==> src/rtl/div_pkg.sv <==
// Shared definitions for the iterative signed/unsigned divider.
package div_pkg;

    // Widest operand the magnitude helper supports; divider instances need n <= DIV_MAX_W.
    localparam int DIV_MAX_W = 64;

    typedef enum logic [1:0] {
        DIV_IDLE,
        DIV_BUSY,
        DIV_DONE
    } div_state_t;

    // Conditional two's-complement negate. Callers zero-extend their n-bit value into
    // DIV_MAX_W bits and truncate the result back to n bits. The low n bits of a
    // wide negate equal the n-bit negate, so one function serves every width.
    function automatic logic [DIV_MAX_W-1:0] abs_n(input logic [DIV_MAX_W-1:0] x,
                                                   input logic                 neg);
        return neg ? (~x + 1'b1) : x;
    endfunction

endpackage

==> src/rtl/udiv_step.sv <==
// One restoring-division step.
// The partial remainder shifts left and takes in the next dividend bit, then the
// divisor is trial-subtracted. If the result is non-negative it is kept.
module udiv_step #(
    parameter int n = 8
) (
    input  logic [n:0]   rem_in,
    input  logic         dvd_bit,
    input  logic [n-1:0] divisor,
    output logic [n:0]   rem_out,
    output logic         quo_bit
);

    logic [n+1:0] shifted;
    logic [n+1:0] diff;

    // Shift, trial-subtract, and keep the difference when it is non-negative.
    // The extra top bit keeps the borrow visible even when the shifted remainder
    // uses all n+1 bits.
    always_comb begin
        shifted = {rem_in, dvd_bit};
        diff    = shifted - {2'b00, divisor};
        quo_bit = ~diff[n+1];
        rem_out = quo_bit ? diff[n:0] : shifted[n:0];
    end

endmodule

==> src/rtl/signed_or_unsigned_div.sv <==
// Iterative radix-2 divider with valid/ready handshakes on the argument and result sides.
// The divider produces one quotient bit per clock and works on magnitudes.
// The signs are restored on the final BUSY edge, so the DONE outputs come straight from registers.
module signed_or_unsigned_div
    import div_pkg::*;
#(
    parameter int n = 8
) (
    input  logic         clk,
    input  logic         rst_n,
    input  logic         arg_vld,
    output logic         arg_rdy,
    input  logic [n-1:0] a,
    input  logic [n-1:0] b,
    input  logic         signed_div,
    output logic         res_vld,
    input  logic         res_rdy,
    output logic [n-1:0] quo,
    output logic [n-1:0] rem,
    output logic         div_by_zero
);

    localparam int CNT_W = $clog2(n);

    div_state_t     state_q, state_d;
    logic [CNT_W-1:0] cnt_q;
    logic [n:0]     prem_q;      // partial remainder
    logic [n-1:0]   dvd_q;       // dividend bits shift out of the MSB, quotient bits shift in at the LSB
    logic [n-1:0]   mag_b_q;     // |b|
    logic           neg_quo_q;   // negate the quotient at the end
    logic           neg_rem_q;   // negate the remainder at the end
    logic           zero_q;      // b was zero
    logic [n-1:0]   quo_q, rem_q;
    logic           dz_q;

    logic [n-1:0]   a_mag, b_mag;
    logic [n:0]     step_rem;
    logic           step_quo;
    logic [n-1:0]   quo_next;

    // Magnitudes are taken only for signed transactions.
    // The most-negative value maps to 2^(n-1), which still fits in n unsigned bits.
    assign a_mag    = n'(abs_n(DIV_MAX_W'(a), signed_div & a[n-1]));
    assign b_mag    = n'(abs_n(DIV_MAX_W'(b), signed_div & b[n-1]));
    assign quo_next = {dvd_q[n-2:0], step_quo};

    udiv_step #(.n(n)) u_step (
        .rem_in  (prem_q),
        .dvd_bit (dvd_q[n-1]),
        .divisor (mag_b_q),
        .rem_out (step_rem),
        .quo_bit (step_quo)
    );

    // State register.
    // NOTE: sequential state uses non-blocking (<=) so every flop samples pre-edge values.
    always_ff @(posedge clk or negedge rst_n) begin
        if (!rst_n) state_q <= DIV_IDLE;
        else        state_q <= state_d;
    end

    // Next-state and handshake outputs.
    // NOTE: every output gets a default first, so no path can infer a latch.
    always_comb begin
        state_d = state_q;
        arg_rdy = 1'b0;
        res_vld = 1'b0;
        unique case (state_q)
            DIV_IDLE: begin
                arg_rdy = 1'b1;
                if (arg_vld) state_d = DIV_BUSY;
            end
            DIV_BUSY: begin
                if (cnt_q == '0) state_d = DIV_DONE;
            end
            DIV_DONE: begin
                res_vld = 1'b1;
                if (res_rdy) state_d = DIV_IDLE;
            end
            default: state_d = DIV_IDLE;
        endcase
    end

    // Datapath: capture on accept, step each BUSY cycle, apply the sign fix-up on the last step.
    // Results hold through DONE and IDLE until the next transaction completes.
    always_ff @(posedge clk or negedge rst_n) begin
        if (!rst_n) begin
            cnt_q     <= '0;
            prem_q    <= '0;
            dvd_q     <= '0;
            mag_b_q   <= '0;
            neg_quo_q <= 1'b0;
            neg_rem_q <= 1'b0;
            zero_q    <= 1'b0;
            quo_q     <= '0;
            rem_q     <= '0;
            dz_q      <= 1'b0;
        end else begin
            unique case (state_q)
                DIV_IDLE: begin
                    if (arg_vld) begin
                        cnt_q     <= CNT_W'(n - 1);
                        prem_q    <= '0;
                        dvd_q     <= a_mag;
                        mag_b_q   <= b_mag;
                        neg_quo_q <= signed_div & (a[n-1] ^ b[n-1]);
                        neg_rem_q <= signed_div & a[n-1];
                        zero_q    <= (b == '0);
                    end
                end
                DIV_BUSY: begin
                    prem_q <= step_rem;
                    dvd_q  <= quo_next;
                    if (cnt_q != '0) begin
                        cnt_q <= cnt_q - 1'b1;
                    end else begin
                        // Divide by zero reports all ones regardless of sign. The remainder
                        // path already reproduces a, because every trial subtraction of zero succeeds.
                        quo_q <= zero_q ? '1 : n'(abs_n(DIV_MAX_W'(quo_next), neg_quo_q));
                        rem_q <= n'(abs_n(DIV_MAX_W'(step_rem[n-1:0]), neg_rem_q));
                        dz_q  <= zero_q;
                    end
                end
                default: ;
            endcase
        end
    end

    assign quo         = quo_q;
    assign rem         = rem_q;
    assign div_by_zero = dz_q;

endmodule

==> config.mk <==
export PLATFORM = sky130hd
export DESIGN_NAME = signed_or_unsigned_div
export DESIGN_NICKNAME = d
export VERILOG_FILES = /design/src/rtl/div_pkg.sv /design/src/rtl/udiv_step.sv /design/src/rtl/signed_or_unsigned_div.sv
export SDC_FILE = /design/constraint.sdc
export NUM_CORES = 1
export LEC_CHECK = 0
export CAP_MARGIN = 5
export CORE_ASPECT_RATIO = 1.2
export CORE_MARGIN = 1
export CORE_UTILIZATION = 58
export DETAILED_ROUTE_END_ITERATION = 6
export PLACE_DENSITY = 0.83
export SETUP_SLACK_MARGIN = 0.15
export SYNTH_ARGS = -nofsm -noshare
export SYNTH_HDL_FRONTEND = slang
export SYNTH_SLANG_ARGS = --single-unit
export TNS_END_PERCENT = 30
==> constraint.sdc <==
create_clock -name clk -period 4.7 [get_ports clk]
set_input_delay 0.94 -clock clk [delete_from_list [all_inputs] [get_ports clk]]
set_output_delay 0.94 -clock clk [all_outputs]
set_load 0.05 [all_outputs]
# ---- After elaboration in Yosys (flattened, before gate mapping)
# Cells that the tools add are included.
dict set report word_totals {
  register_bits 50
  inputBits 21
  out_inout_bits 19
}
dict set report op_classes {
  n_addsub 6
  n_eq_ne 6
  muxes 19
  n_bitwise 10
  reduce_logical 10
}
# operator n
set ops {}
lappend ops {{$mux W8} 6}
lappend ops {{$add A8 B1 Y8 const B} 4}
lappend ops {{$not A8 Y8} 4}
lappend ops {{$mux W9} 2}
lappend ops {{$pmux W9 S2} 1}
lappend ops {{$pmux W8 S2} 1}
lappend ops {{$sub A10 B8 Y10} 1}
lappend ops {{$logic_not A8 Y1} 1}
lappend ops {{$ne A2 B2 Y1 const B} 4}
lappend ops {{$mux W2} 3}
lappend ops {{$mux W3} 2}
lappend ops {{$pmux W2 S3} 1}
lappend ops {{$pmux W3 S2} 1}
lappend ops {{$reduce_and A2 Y1} 3}
lappend ops {{$reduce_and A3 Y1} 2}
lappend ops {{$and A1 B1 Y1} 3}
lappend ops {{$logic_not A3 Y1} 1}
lappend ops {{$reduce_bool A3 Y1} 1}
lappend ops {{$sub A3 B1 Y3 const B} 1}
lappend ops {{$eq A2 B1 Y1 const B} 1}
lappend ops {{$eq A2 B2 Y1 const B} 1}
lappend ops {{$logic_not A2 Y1} 1}
lappend ops {{$mux W1} 2}
lappend ops {{$not A1 Y1} 2}
lappend ops {{other kinds (2)} 2}

# ---- Longest topological paths before layout
dict set report depth {
  word_depth 6
  mapped_depth 15
}

# ---- Modules after synthesis
# A second synthesis with hierarchy kept.
dict set report hier_totals {
  cells_unflattened 347
  area_unflattened_um2 3084.2
}
# mod instances cells_each area_per_inst_um2
set by_module_without_submodules {}
lappend by_module_without_submodules {signed_or_unsigned_div 1 275 2518.7}
lappend by_module_without_submodules {udiv_step 1 72 565.5}

# ---- Worst setup path before layout
# OpenSTA, ideal clock, no wires.
dict set report synth_path {
  path_type {reg-to-reg}
  startpoint {register prem_q[4]}
  endpoint {register rem_q[6] (netlist: rem[6])}
  t_arrival_ns 2.953
  setup_slack_ns 1.677
  stages_incl_launch_ff 13
  path_buffers 0
  synth_period_minus_slack_ns 3.023
  cell_sequence {dfrtp_1 -> ha_1 -> and3_2 -> a211oi_2 -> a21boi_4 -> xnor2_4 -> clkinv_4 -> mux2i_1 -> ha_1 -> nor3b_1 -> mux2i_1 -> a2111o_1 -> nand3_1}
}
dict set report synth_via {
  elab_chain_len 5
}
# element line
set synth_lines {}
lappend synth_lines {{from (decl)} signed_or_unsigned_div.sv:27} ;# logic [n:0] prem_q;
lappend synth_lines {{from (signal assigned)} signed_or_unsigned_div.sv:112} ;# prem_q <= step_rem;
lappend synth_lines {{$sub A10 B8 Y10} udiv_step.sv:22} ;# diff = shifted - {2'b00, divisor};
lappend synth_lines {{$mux W9 (*)} udiv_step.sv:24} ;# rem_out = quo_bit ? diff[n:0] : shifted[n:0];
lappend synth_lines {{$not A8 Y8} div_pkg.sv:18} ;# return neg ? (~x + 1'b1) : x;
lappend synth_lines {{$add A8 B1 Y8} div_pkg.sv:18}
lappend synth_lines {{$mux W8 (*)} div_pkg.sv:18}
lappend synth_lines {{to (signal assigned)} signed_or_unsigned_div.sv:120} ;# rem_q <= n'(abs_n(DIV_MAX_W'(step_rem[n-1:0]), neg_rem_q));
lappend synth_lines {{to (decl)} signed_or_unsigned_div.sv:33} ;# logic [n-1:0] quo_q, rem_q;
# Every way passes the cells marked *; elsewhere a longest branch is shown, timed or not.
# A chain may end at the register's enable or synchronous reset.

# ---- Worst setup path after layout
# Same ends and word-level chain as after synthesis.

==> reports/qor_table.md <==
| Stage | Item | Value |
|---|---|---|
| sta | Period minus WS final | 3.58 ns |
| finish | Proportion of layout cells with a drive suffix above 1 | 6.37% |
| placement | Routability cong. | 0.887 |
| sta | Least-Margin Pin Slew | 1.08 ns |
| grt | First-pass GRT wire length | 10500 um |
| setup path | Type of origin of the critical path | flip-flop |
| run | Max-cap violations | 0 |
| clock tree | TritonCTS clock tree | yes |
| setup path | Kind of critical path | reg -> reg |
| sta | Final Max Tran Viols | 0 |
| synth | Synth cell count leaders | 50 x dfrtp_1, 36 x o21ai_0, 32 x nor2_1 |
| grt | Largest net degree at the start of global routing | 51 |
| run status | Outcome | complete, no violations |
| die | Std cell rows | 29 |
| die | Die X | 69.2 um |
| routing | Count of antenna-violating nets left after detailed routing | 0 |
| sta | Fmax | 280 MHz |
| synth | Post-synthesis instance area | 3150 um2 |
| clock tree | Worst-skew pair later-pin latency | 0.31 ns |
| clock tree | TritonCTS Buffers | 5 |
| routing | Vias per Instance | 5.84 |
| setup path | Largest driver fanout on the critical path | 12 |
| setup path | Data arrival time of the worst path | 3.83 ns |
| clock tree | Post-CTS Resized | 0 |
| clock tree | Buffers inserted by post-CTS timing repair | 0 |
| grt | Total overflow reported by the global router | 0 |
| grt | Via count of the first global-routing pass | 2304 |
| setup path | Worst r2r dst | rem[6] |
| synth | Post-synthesis sequential element count | 50 |
| setup path | Setup crit end kind | flip-flop |
| synth | Syn nets | 378 |
| sta | Setup WS post-layout | 1.12 ns |
| setup path | Delay-heaviest family, CP | compound AO/OA/AOI/OAI gates |
| die | Number of top-level pins | 40 |
| clock tree | CTS hold repair buffers | 0 |
| synth | Post-synth ARST share | 100% |
| grt | Global Route Usage Sum | 23.2% |
| setup path | Startpoint of the worst-slack reg-to-reg timing path | prem_q[4] |
| synth | Sequential cell area fraction in the yosys report | 39.8% |
| sta | Count of endpoints failing hold in the final timing report | 0 |
| grt | Number of antenna violations at the first check in global routing | 0 |
| clock tree | CTS root buffer | clkbuf_8 |
| clock tree | Clock edge transition at the registers on the reported setup and hold paths | 0.09 ns |
| routing | Pre-antenna DRT Iters | 5 |
| finish | Non-filler cells in the finished layout | 439 |
| min path | Worst hold path class | reg -> reg |
| clock tree | H-tree level count | 2 |
| synth | Gate Count Post-Synth | 342 |
| routing | Final routed DRC violation total | 0 |
| min path | Terminating pin of the worst hold path | cnt_q[0] |
| sta | Worst relative slew slack | 28.0% |
| min path | WHS Path Cells | 1 |
| sta | Final total negative setup slack | 0 ns |
| synth | Top area cells in the synthesized netlist | dfrtp_1 40%, o21ai_0 5.7%, ha_1 5.6% |
| synth | Most frequent cell after synthesis | dfrtp_1 |
| routing | Final routed wire length divided by cell count | 14.4 um |
| routing | Number of DRC markers in iteration 0 | 213 |
| finish | Number of nets in the finished design | 412 |
| finish | Final antenna diode count | 0 |
| sta | Worst clock skew on the final layout | 0.00973 ns |
| setup path | Reg-to-reg setup timing slack | 1.12 ns |
| die | Initial cell density of the core | 59.8% |
| synth | Ys flop type | dfrtp_1 |
| sta | Number of setup violations in the final report | 0 |
| clock tree | Number of buffers between clock root and the deepest sink | 2 |
| placement | Count of input and output buffers | 39 |
| finish | Area Growth Syn to Fin | 15.7% |
| routing | Routed via count | 2564 |
| placement | Worst-case setup slack after placement | 1.15 ns |
| min path | Worst hold path startpoint | cnt_q[0] |
| setup path | Crit path required time | 4.95 ns |
| setup path | Buffers plus inverters on the worst setup path | 1 |
| setup path | Depth of the worst register-to-register path | 12 |
| routing | Final routed wirelength across all metal layers | 6340 um |
| setup path | Cell with the largest stage delay on the worst path | dfrtp_1 |
| die | Vertical die dimension | 82.7 um |
| die | Die area | 5730 um2 |
| clock tree | Count of clock tree sinks | 50 |
| sta | Unrepaired setup endpoints after global routing | false |
| placement | Count of placed standard cells including taps | 431 |
| placement | Post-detail-place hpwl | 4870 um |
| synth | Mean Syn Cell Area | 9.20 um2 |
| synth | EDFF count, synth | 0 |
| setup path | Maximum cell stage delay along the critical path | 0.46 ns |
| synth | Post-synth top area share | 39.8% |
| synth | Cell type contributing the most total cell area after synthesis | dfrtp_1 |
| setup path | Worst path most repeated cell | ha_1 |
| sta | Portion of the clock cycle consumed by the worst path in the final layout | 76.1% |
| synth | Number of warnings printed during yosys synthesis | 0 |
| setup path | Sequence of cells on the critical path | ha_1 > and3_2 > a211oi_2 > a21boi_4 > xnor2_4 > clkinv_4 > a21oi_1 > ha_1 > nor3b_1 > mux2i_1 > a2111o_1 > nand3_1 |
| die | Core area | 5260 um2 |
| synth | Number of different library cells in the post-synthesis netlist | 53 |
==> cell families (layout without fill, tap and decap cells) <==
kind of cell / after synthesis / after routing / synth area share, %
DFF: 50 / 50 / 39.8
xor gates and xnor gates: 25 / 25 / 7.55
buffers and inverters: 35 / 70 / 4.93
muxes: 16 / 16 / 5.29
and+or+nand+nor: 108 / 108 / 16.4
AOI/OAI and AO/OA: 93 / 93 / 19.8
adders and majority gates: 15 / 15 / 6.20
==> how the worst max path moves through the flow <==
stage / start / end / depth (start not counted)
finish: prem_q[4] / rem[6] / 12
global route: prem_q[4] / rem[6] / 12
CTS: prem_q[4] / rem[6] / 12
detailed placement: prem_q[4] / rem[6] / 12
global placement: prem_q[4] / rem[6] / 12
floorplan: prem_q[4] / rem[6] / 12
==> area by class of cell <==
class                      count  area, um2
inverter                      21       83.8
clock inverter                 2       13.8
sequential                    50       1250
fill                         438       1620
tap                           62       77.6
multi-input combinational    257       1740
clock buffer                   6       72.6
timing repair buffer          41        400
==> cell usage in the layout (no fill, tap or decap), drive strengths merged, types with 2 or more instances in the layout <==
| cell type | n |
|---|---|
| xor2 | 11 |
| a22oi | 8 |
| mux2i | 14 |
| clkbuf | 6 |
| o311a | 2 |
| inv | 19 |
| mux2 | 2 |
| ha | 14 |
| or3 | 3 |
| a21o | 4 |
| or2 | 2 |
| a211oi | 4 |
| a211o | 2 |
| buf | 3 |
| clkdlybuf4s50 | 38 |
| nor3b | 4 |
| a21oi | 7 |
| nor3 | 6 |
| nand2 | 27 |
| nor2 | 32 |
| xnor2 | 14 |
| dfrtp | 50 |
| and3 | 2 |
| clkinv | 4 |
| a31oi | 11 |
| a21boi | 2 |
| nand2b | 6 |
| o21ai | 36 |
| nand3 | 16 |
| nor2b | 4 |
| o31ai | 8 |
==> through the flow <==
| stage | cell area, um2 | hold WS [ns] | utilization [%] |
|---|---|---|---|
| 3_3_place_gp | 3550 | 0.461 | 67.5 |
| 4_1_cts | 3640 | 0.487 | 69.2 |
| 6_report | 3640 | 0.485 | 69.2 |
| 3_5_place_dp | 3550 | 0.467 | 67.5 |
| 5_1_grt | 3640 | 0.527 | 69.2 |
| 2_1_floorplan | 3150 | 0.449 | - |
==> layer usage <==
layer / track usage, % / wire [um] / part of all wire, %
met5: 0 / 0 / 0
met1: 30.1 / 2900 / 46
met2: 40.3 / 3120 / 49
met4: 6.73 / 89 / 1.4
met3: 4.13 / 230 / 3.6
==> registers in the layout, summed over array words and instances, names as in the netlist <==
name and count:
prem_q 9, rem 8, neg_quo_q 1, neg_rem_q 1, state_q 2, dvd_q 8
quo 8, cnt_q 3, div_by_zero 1, zero_q 1, mag_b_q 8
Power is left out: the tool's default activity adds up to more than one toggle a clock period on the data nets, which glitch-free logic cannot reach.
